$ cat config.mk
export PLATFORM = sky130hd
export DESIGN_NAME = vote_ballot_ctrl
export DESIGN_NICKNAME = d
export VERILOG_FILES = /design/src/rtl/vote_pkg.sv /design/src/rtl/vote_ballot_ctrl.sv
export SDC_FILE = /design/constraint.sdc
export NUM_CORES = 1
export LEC_CHECK = 0
export BUFFER_PORTS_ARGS = -buffer_cell sky130_fd_sc_hd__clkbuf_2
export CAP_MARGIN = 20
export CORE_AREA = 2 2 55 57
export DETAILED_ROUTE_END_ITERATION = 10
export DIE_AREA = 0 0 57 59
export GPL_TIMING_DRIVEN = 0
export PLACE_DENSITY = 0.72
export SKIP_CTS_REPAIR_TIMING = 1
export SLEW_MARGIN = 20
export SYNTH_ARGS = -nofsm -noshare
export SYNTH_HDL_FRONTEND = slang
export SYNTH_SLANG_ARGS = --single-unit
$ cat constraint.sdc
create_clock -name clk -period 2.2 [get_ports clk]
set_input_delay 0.33 -clock clk [delete_from_list [all_inputs] [get_ports clk]]
set_output_delay 0.33 -clock clk [all_outputs]
set_load 0.005 [all_outputs]
$ cat src/rtl/vote_pkg.sv
// Shared types and constants for the 4-voter ballot front end.
// Voter count, verdict encodings and controller state enum.
package vote_pkg;

  localparam int N_VOTERS = 4;

  localparam logic [2:0] RES_FAIL = 3'b100;
  localparam logic [2:0] RES_TIE  = 3'b010;
  localparam logic [2:0] RES_PASS = 3'b001;

  typedef enum logic [1:0] {
    IDLE = 2'd0,
    OPEN = 2'd1,
    EVAL = 2'd2
  } state_e;

endpackage

$ cat src/rtl/vote_ballot_ctrl.sv
// Ballot controller: opens a timed window, latches first votes,
// then captures the evaluator verdict for one cycle of EVAL.
module vote_ballot_ctrl
  import vote_pkg::*;
#(
  parameter int WINDOW_CYCLES = 16,
  parameter int CNT_W         = 8
) (
  input  logic                clk,
  input  logic                rst_n,
  input  logic                start,
  input  logic [N_VOTERS-1:0] vote_valid,
  input  logic [N_VOTERS-1:0] vote_val,
  output logic [N_VOTERS-1:0] ballot,
  input  logic [2:0]          eval_result,
  output logic                busy,
  output logic [N_VOTERS-1:0] voted_mask,
  output logic [2:0]          result,
  output logic                done,
  output logic                err
);

  localparam logic [CNT_W-1:0] CNT_LOAD = CNT_W'(WINDOW_CYCLES - 1);

  state_e              state_q, state_d;
  logic [N_VOTERS-1:0] ballot_q, ballot_d;
  logic [N_VOTERS-1:0] mask_q, mask_d;
  logic [N_VOTERS-1:0] fresh;
  logic [2:0]          result_q, result_d;
  logic                done_q, done_d;
  logic                err_q, err_d;
  logic [CNT_W-1:0]    cnt_q, cnt_d;

  always_comb begin
    state_d  = state_q;
    ballot_d = ballot_q;
    mask_d   = mask_q;
    result_d = result_q;
    err_d    = err_q;
    cnt_d    = cnt_q;
    done_d   = 1'b0;
    fresh    = vote_valid & ~mask_q;
    unique case (state_q)
      IDLE: begin
        if (start) begin
          state_d  = OPEN;
          ballot_d = '0;
          mask_d   = '0;
          err_d    = 1'b0;
          result_d = '0;
          cnt_d    = CNT_LOAD;
        end
      end
      OPEN: begin
        // only voters not yet latched may write their bit
        ballot_d = (ballot_q & ~fresh) | (vote_val & fresh);
        mask_d   = mask_q | fresh;
        if (&mask_d || cnt_q == '0) begin
          state_d = EVAL;
        end else begin
          cnt_d = cnt_q - 1'b1;
        end
      end
      EVAL: begin
        result_d = eval_result;
        err_d    = !$onehot(eval_result);
        done_d   = 1'b1;
        state_d  = IDLE;
      end
      default: state_d = IDLE;
    endcase
  end

  always_ff @(posedge clk) begin
    if (!rst_n) begin
      state_q  <= IDLE;
      ballot_q <= '0;
      mask_q   <= '0;
      result_q <= '0;
      done_q   <= 1'b0;
      err_q    <= 1'b0;
      cnt_q    <= '0;
    end else begin
      state_q  <= state_d;
      ballot_q <= ballot_d;
      mask_q   <= mask_d;
      result_q <= result_d;
      done_q   <= done_d;
      err_q    <= err_d;
      cnt_q    <= cnt_d;
    end
  end

  assign busy       = (state_q == OPEN) || (state_q == EVAL);
  assign ballot     = ballot_q;
  assign voted_mask = mask_q;
  assign result     = result_q;
  assign done       = done_q;
  assign err        = err_q;

endmodule

==> results of run 1 <==
## final cells by class
| class | instances | area share, % |
|---|---|---|
| Tap cell | 31 | 2.82 |
| Buffer | 3 | 0.819 |
| Timing Repair Buffer | 27 | 9.83 |
| Multi-Input combinational cell | 101 | 49.5 |
| Inverter | 6 | 1.64 |
| Clock buffer | 4 | 1.91 |
| Sequential cell | 23 | 33.5 |
## Yosys cell counts
cell and number:
a21boi_0 5, a21boi_1 2, a21oi_1 6, a22oi_1 3, and2_1 4, clkbuf_1 3, dfxtp_1 23, fa_1 1
ha_1 7, inv_1 6, mux2_2 1, mux2i_1 1, nand2_1 12, nand2b_1 3, nand3_1 8, nand3_2 1
nand4_2 1, nor2_1 3, nor2b_1 11, nor3_1 4, nor3b_1 4, o211a_1 2, o21ai_0 9, o21ai_1 1
o22ai_1 2, o31a_1 1, o41a_1 1, or2_2 1, or3_1 3, or4_4 1, xor2_1 3
## sequential cells by signal, indices dropped and copies added, names as in the netlist
signal / cells
cnt_q: 8
result: 3
ballot: 4
voted_mask: 4
state_q: 2
done: 1
err: 1
## cell usage in the layout (no fill, tap or decap), types with 4 or more instances in the layout
cell	instances
a21oi_1	6
nor3b_1	4
o21ai_0	9
clkbuf_1	4
clkbuf_2	27
inv_1	6
ha_1	7
nand3_1	8
a21boi_0	5
nor3_1	4
and2_1	4
nand2_1	12
dfxtp_1	23
nor2b_1	11
## worst register-to-register path, stage by stage, from the launching register on
cell and delay [ps]:
dfxtp_1 340, inv_1 120, ha_1 320, mux2_2 270, o41a_1 270, nand3_2 140, or3_1 320, a21oi_1 140
## cell families after synthesis
family	synth area share (%)
simple gates	27.1
compound gates	17.7
flops	39.2
buf+inv	2.88
fa+ha+maj	9.16
xor+xnor	2.24
mux	1.81
## routing by layer
layer | vias up | part of all wire [%] | global-route usage [%]
li1 | 528 | - | -
met1 | 484 | 49 | 19.0
met2 | 11 | 47 | 25.9
met3 | 5 | 2.1 | 2.18
met4 | 0 | 1.7 | 6.98
met5 | - | 0 | 0
## worst paths after layout
check / from / to / slack [ps] / cells past startpoint
min: vote_valid[1] / voted_mask[1]$_SDFFE_PN0P_ / 310 / 3
max: state_q[1]$_SDFFE_PN0P_ / cnt_q[6]$_SDFFE_PN0P_ / 220 / 7
max reg2reg: state_q[1]$_SDFFE_PN0P_ / cnt_q[6]$_SDFFE_PN0P_ / 220 / 7
min reg2reg: cnt_q[7]$_SDFFE_PN0P_ / cnt_q[7]$_SDFFE_PN0P_ / 470 / 2
## stage by stage
step	std cells	hold WS, ps	cell area [um^2]	total power [mW]	util, %
5_1_grt	195	317	1380	1.55	50.7
3_3_place_gp	191	449	1350	1.22	49.8
4_1_cts	195	301	1380	1.45	50.7
2_1_floorplan	133	438	1170	1.08	-
3_5_place_dp	191	461	1350	1.25	49.8
6_report	195	312	1380	1.44	50.7
## report_power, final
part	switching (mW)	total, mW	internal (mW)
sequential	0.0882	0.601	0.512
clock	0.123	0.194	0.0708
combinational	0.368	0.650	0.282
==> flow_summary.ini, run 1 <==
[run_status]
status = finished, final reports clean

[floorplan]
dieArea_mm2 = 0.00336
fp-row-count = 19
start_util_pct = 43.4
core-area_mm2 = 0.00271
die_w_um = 57
die-height_um = 59
io_pins = 28

[detailed_routing]
viasPerCell = 5.27
drt_iter0_drc = 22
ant_nets = 0
drt_first_pass_iters = 4
drc = 0
post_drt_wl_per_cell_um = 12.5
num_vias = 1028
drt-total-wl_mm = 2.45

[final_layout]
num-fill-cells = 264
n_antenna_cell = 0
nNetsFinal = 187
multi_input_area_um2 = 681
area_delta_synth_final_pct = 17.0
final_layout_size_suffix_gt1_share_pct = 21.3
regArea_um2 = 460

[cts]
clkLatencyLatePin_ps = 310
clk_pin_slew_ps = 120
ctsLongestPathBuffers = 2
cts-buffers-inserted = 3
cts_root_buffer = clkbuf_4
cts_max_level = 1
cts_tree = built
cts.sinks = 23

[critical_path]
cp_top_family = simple AND/OR/NAND/NOR gates
critical_path.max_fanout = 7
max_stage_delay_ps = 340
cp-start-kind = register
crit_buf_inv = 1
cp.arrival_ps = 2230
cp.required_ps = 2450
worst_setup_path_end_kind = register
crit_chain = inv_1 > ha_1 > mux2_2 > o41a_1 > nand3_2 > or3_1 > a21oi_1
crit_slowest_cell = dfxtp_1
crit_type = reg -> reg

[timing]
fin_crit_sh_pct = 90.1
rsz0062_at_grt = no
worstMarginPinSlew_ps = 470
report.final.slew_viol_count = 0
fin_crit_ps = 1980
max_clock_freq_mhz = 504
relSlewSlack_pct = 68.3
finClkSkew_ps = 5.18
finalWorstSetupSlack_ps = 217
final-hold-violation-count = 0
setup_tns_ps = 0
finalSetupViolations = 0

[logic_synthesis]
synth_top_area_cell = dfxtp_1
ys_ff_latch = 23
syn_area_mm2 = 0.00117
yosysTopAreaCellShare_pct = 39.2
ys_types = 31
yosysWarningCount = 0
syn_inst = 133
synth-seq-area-share_pct = 39.2
syn_avg_cell_area_um2 = 8.83
ys_top_cells_by_area = dfxtp_1 39%, ha_1 7.5%, nor2b_1 5.9%
synth_nets = 155

[power]
ir_worst_vdd_mv = 0.610
p_leak_nw = 0.580
pwr_density_cell_mw_per_mm2 = 1050

[global_route]
grt_use_total_pct = 15.2
antenna_found_initial = 0
overflow = 0
grt_max_degree = 13
grt_pass1_vias = 970
grt_pass1_wl_mm = 4.04

[job]
maxCapViolCount = 0

[placement]
portBuffers = 27
dp_hpwl_mm = 1.92
place_ws_ps = 240
gp_congestion = 0.888

[min_path]
hold_class = in -> reg
Power figures use the tool's default switching activity.
==> run 2, diff against run 1 <==
--- a/config.mk
+++ b/config.mk
@@ -5,11 +5,12 @@
 export SDC_FILE = /design/constraint.sdc
 export NUM_CORES = 1
 export LEC_CHECK = 0
+export ABC_AREA = 1
 export BUFFER_PORTS_ARGS = -buffer_cell sky130_fd_sc_hd__clkbuf_2
 export CAP_MARGIN = 20
-export CORE_AREA = 2 2 55 57
+export CORE_AREA = 2 2 57 59
 export DETAILED_ROUTE_END_ITERATION = 10
-export DIE_AREA = 0 0 57 59
+export DIE_AREA = 0 0 59 61
 export GPL_TIMING_DRIVEN = 0
 export PLACE_DENSITY = 0.72
 export SKIP_CTS_REPAIR_TIMING = 1
==> run 2 against run 1 <==
  * Critical path depth down 1
  * Via count up 23%
  * Die area grew 7.0%
  * Global-route usage increased by 1.6 points
  * Combinational power grew 62%
  * Sequential power up 3%
  * Register-to-register slack gained 290 ps
  * Critical path type unchanged
  * Sequential cell count is the same
==> flow_summary.ini, run 2 <==
[global_route]
antenna_found_initial = 0
grt_max_degree = 13
grt_use_total_pct = 16.8
grt_pass1_wl_mm = 4.64
grt_pass1_vias = 1114
overflow = 0

[logic_synthesis]
syn_inst = 193
async_flop_share_pct = 0
synth_common_cells = 59 x nand2_1, 25 x inv_1, 23 x dfxtp_1
yosysWarningCount = 0
syn_area_mm2 = 0.00128
ys_types = 20
yosysMostFrequentCell = nand2_1
yosysTopAreaCellShare_pct = 35.9
syn_avg_cell_area_um2 = 6.64
synth-seq-area-share_pct = 35.9
synth_nets = 215
synth_ff_type = dfxtp_1
ys_top_cells_by_area = dfxtp_1 36%, nand2_1 17%, a21oi_1 8.6%
synth_top_area_cell = dfxtp_1
ys_ff_latch = 23
synth_edf_count = 0

[floorplan]
start_util_pct = 43.4
dieArea_mm2 = 0.00360
fp-row-count = 20
io_pins = 28
core-area_mm2 = 0.00295
die-height_um = 61
die_w_um = 59

[timing]
fin_crit_ps = 1690
final-hold-violation-count = 0
finalSetupViolations = 0
rsz0062_at_grt = no
relSlewSlack_pct = 68.6
finalWorstSetupSlack_ps = 512
max_clock_freq_mhz = 592
fin_crit_sh_pct = 76.7
report.final.slew_viol_count = 0
finClkSkew_ps = 5.53
setup_tns_ps = 0
worstMarginPinSlew_ps = 466

[cts]
cts_max_level = 1
clk_pin_slew_ps = 120
cts.sinks = 23
clkLatencyLatePin_ps = 310
cts_tree = built
cts-buffers-inserted = 3
ctsLongestPathBuffers = 2
cts_root_buffer = clkbuf_4

[placement]
portBuffers = 27
gp_congestion = 0.828
place_ws_ps = 494
dp_hpwl_mm = 2.14

[final_layout]
largest_register_ffs = 8
final_cell_mix = 59 x nand2_1, 27 x clkbuf_2, 25 x inv_1
multi_input_area_um2 = 712
nNetsFinal = 247
layout_commonest_cell = nand2_1
n_antenna_cell = 0
regMostFlops = cnt_q
area_delta_synth_final_pct = 15.8
final_layout_size_suffix_gt1_share_pct = 17.4
num-fill-cells = 302
regArea_um2 = 460

[power]
pwr_density_cell_mw_per_mm2 = 1260
ir_worst_vdd_mv = 0.486
p_leak_nw = 0.694

[job]
maxCapViolCount = 0

[critical_path]
critical_path.max_fanout = 10
cp-start-kind = register
cp.required_ps = 2440
crit_type = reg -> reg
worst_setup_path_end_kind = register
cp.arrival_ps = 1930

[detailed_routing]
viasPerCell = 4.94
ant_nets = 0
num_vias = 1269
drc = 0
drt-total-wl_mm = 2.70
drt_iter0_drc = 23
drt_first_pass_iters = 5
post_drt_wl_per_cell_um = 10.5

[run_status]
status = finished, final reports clean

[min_path]
hold_class = in -> reg
-- run 2: cell types whose count changed after synthesis, sizes merged, moves of 4 or more --
| cell | delta |
|---|---|
| nor3 | -4 |
| and2 | -4 |
| nand2 | +49 |
| a21oi | +17 |
| nor2 | +19 |
| nor2b | -11 |
| o211ai | +4 |
| nor3b | -4 |
| a21boi | -7 |
| inv | +21 |
-- run 2: power breakdown --
part | switching (mW) | internal (mW) | total, mW
Sequential | 0.0925 | 0.526 | 0.619
Clock | 0.123 | 0.0708 | 0.194
Combinational | 0.678 | 0.376 | 1.05
Total | 0.894 | 0.973 | 1.87
-- run 2: final timing paths --
check / endpoint / start / slack (ps) / cells past startpoint
worst min-delay path: result[2]$_SDFFE_PN0P_ / eval_result[2] / 270 / 3
worst min register to register: result[2]$_SDFFE_PN0P_ / result[2]$_SDFFE_PN0P_ / 480 / 2
worst max register to register: ballot[2]$_SDFFE_PN0P_ / state_q[1]$_SDFFE_PN0P_ / 510 / 6
worst max-delay path: ballot[2]$_SDFFE_PN0P_ / state_q[1]$_SDFFE_PN0P_ / 510 / 6
-- run 2: area by class of cell --
cell class	count	area share [%]
well taps	33	2.78
multi-input cells	141	48.0
inverters	28	7.08
repair buffers	27	9.11
flip-flops and latches	23	31.0
clock buffers	4	1.77
plain buffers	1	0.253
-- run 2: kinds of logic (layout without fill, tap and decap cells) --
group	after synthesis	after routing	share of synthesized area [%]
buffers and inverters	29	60	8.50
flip-flops	23	23	35.9
AND/OR/NAND/NOR	98	98	31.5
adder cells (fa/ha/maj)	8	8	8.40
AO/OA/AOI/OAI	35	35	15.6
-- run 2: metal layers --
| layer | vias to the layer above | part of all wire (%) | track usage (%) |
|---|---|---|---|
| met5 | - | 0 | 0 |
| met4 | 0 | 1.5 | 7.14 |
| met3 | 5 | 3.4 | 2.56 |
| met2 | 25 | 49 | 30.0 |
| met1 | 566 | 46 | 20.1 |
| li1 | 673 | - | - |
-- run 2: worst max-delay path: stages (launching register included) --
cell and delay (ps):
dfxtp_1 340, inv_1 110, ha_1 340, inv_2 140, nor2_2 370, o211ai_1 150
a21oi_1 160
-- run 2: stage by stage --
stage / std cells / cell area (um^2) / hold slack [ps] / util, % / total power [mW]
floorplan: 193 / 1280 / 428 / - / 1.41
global placement: 253 / 1460 / 453 / 49.4 / 1.66
detailed placement: 253 / 1460 / 456 / 49.4 / 1.68
CTS: 257 / 1480 / 271 / 50.3 / 1.88
global route: 257 / 1480 / 261 / 50.3 / 2.07
finish: 257 / 1480 / 275 / 50.3 / 1.87
==> run 3, diff against run 2 <==
==> constraint.sdc (replaced) <==
create_clock -name clk -period 1.75 [get_ports clk]
set_input_delay 0.2625 -clock clk [delete_from_list [all_inputs] [get_ports clk]]
set_output_delay 0.2625 -clock clk [all_outputs]
set_load 0.005 [all_outputs]
==> run 3 against run 2 <==
  * Combinational power up 28%
  * Clock-buffer cell count unchanged
  * Largest power group unchanged
  * Maximum frequency up 4.4%
  * Core utilization up 0.17 points
==> flow_summary.ini, run 3 (synthesized netlist as in run 2, its figures left out) <==
[run_status]
status = finished, final reports clean

[critical_path]
cp-start-kind = register
worst_setup_path_end_kind = register
critical_path.max_fanout = 5
cp.arrival_ps = 1860
worstReg2RegStart = state_q[0]$_SDFFE_PN0P_
startpoint = state_q[0]$_SDFFE_PN0P_
rrSetupSlack_ps = 130
cp.required_ps = 1990
cp-endpoint = result[0]$_SDFFE_PN0P_
crit_type = reg -> reg
r2r_end = result[0]$_SDFFE_PN0P_
r2r_cells = 8

[floorplan]
dieArea_mm2 = 0.00360
io_pins = 28
start_util_pct = 43.4
die-height_um = 61
die_w_um = 59
core-area_mm2 = 0.00295
fp-row-count = 20

[final_layout]
n_antenna_cell = 0
largest_register_ffs = 8
final_layout_size_suffix_gt1_share_pct = 18.3
layout_commonest_cell = nand2_1
nNetsFinal = 247
design_area_mm2 = 0.00149
regMostFlops = cnt_q
finalNonFillerCells = 257
num-fill-cells = 301
final_cell_mix = 59 x nand2_1, 27 x clkbuf_2, 25 x inv_1
area_delta_synth_final_pct = 16.2

[power]
ir_worst_vdd_mv = 0.610
p_leak_nw = 0.691
pwr_density_cell_mw_per_mm2 = 1580

[placement]
gp_congestion = 0.828
portBuffers = 27
place_ws_ps = 43.8
dpl-instance-area_mm2 = 0.00146
dp_hpwl_mm = 2.14
place_inst = 253

[timing]
fin_crit_ps = 1620
rsz0062_at_grt = yes
finalWorstSetupSlack_ps = 133
finClkSkew_ps = 6.91
finalSetupViolations = 0
worstMarginPinSlew_ps = 453
fin_crit_sh_pct = 92.4
final-hold-violation-count = 0
max_clock_freq_mhz = 618
report.final.slew_viol_count = 0
relSlewSlack_pct = 69.8

[global_route]
antenna_found_initial = 0
grt_max_degree = 13
overflow = 0
grt_pass1_wl_mm = 4.64
grt_pass1_vias = 1114
grt_use_total_pct = 16.8

[cts]
cts.sinks = 23
cts-buffers-inserted = 3
cts_max_level = 1
ctsLongestPathBuffers = 2
cts_root_buffer = clkbuf_4
clkLatencyLatePin_ps = 310
clk_pin_slew_ps = 120
cts_tree = built

[detailed_routing]
drt-total-wl_mm = 2.71
drc = 0
drt_iter0_drc = 23
post_drt_wl_per_cell_um = 10.5
viasPerCell = 4.96
drt_first_pass_iters = 5
num_vias = 1275
ant_nets = 0

[min_path]
hold_class = in -> reg

[job]
maxCapViolCount = 0
-- run 3: layer usage --
layer	GRT usage [%]	vias to the layer above	wire length (um)
li1	-	674	-
met2	30.0	25	1330
met1	20.1	571	1240
met4	7.14	0	42
met3	2.56	5	93
met5	0	-	0
-- run 3: worst min-delay path by stage --
stage	from	end	slack, ps	depth (start not counted)
finish	eval_result[2]	result[2]$_SDFFE_PN0P_	210	3
global route	eval_result[2]	result[2]$_SDFFE_PN0P_	190	3
CTS	eval_result[2]	result[2]$_SDFFE_PN0P_	200	3
detailed placement	result[2]$_SDFFE_PN0P_	result[2]$_SDFFE_PN0P_	460	2
global placement	result[0]$_SDFFE_PN0P_	result[0]$_SDFFE_PN0P_	450	2
floorplan	rst_n	done$_SDFF_PN0_	360	2
-- run 3: area by class of cell --
type	instances	area, um^2	share of cell area [%]
Clock buffer	4	26.3	1.76
Buffer	1	3.75	0.252
Inverter	28	105	7.06
Sequential cell	23	460	30.9
Tap cell	33	41.3	2.77
Multi-Input combinational cell	141	717	48.2
Timing Repair Buffer	27	135	9.08
-- run 3: critical path, stage by stage (launching register included) --
cell,delay [ps]
dfxtp_1,370
inv_1,120
ha_2,240
inv_1,50
nor2_1,200
inv_1,140
o21ai_1,210
nand2_1,90
a21oi_1,140
-- run 3: where the power goes --
group          total (mW)  leakage [nW]  internal, mW  switching [mW]
Sequential          0.778         0.188         0.661           0.117
Combinational        1.34         0.489         0.482           0.856
Clock               0.243        0.0150        0.0890           0.154
Total                2.36         0.691          1.23            1.13
-- run 3: through the flow --
step	power [mW]	TNS, ps	utilization, %	hold WS [ps]
finish	2.36	0	50.4	208
global route	2.61	-27.9	50.4	194
CTS	2.36	0	50.3	204
detailed placement	2.11	0	49.4	456
global placement	2.09	0	49.4	453
floorplan	1.77	0	-	360
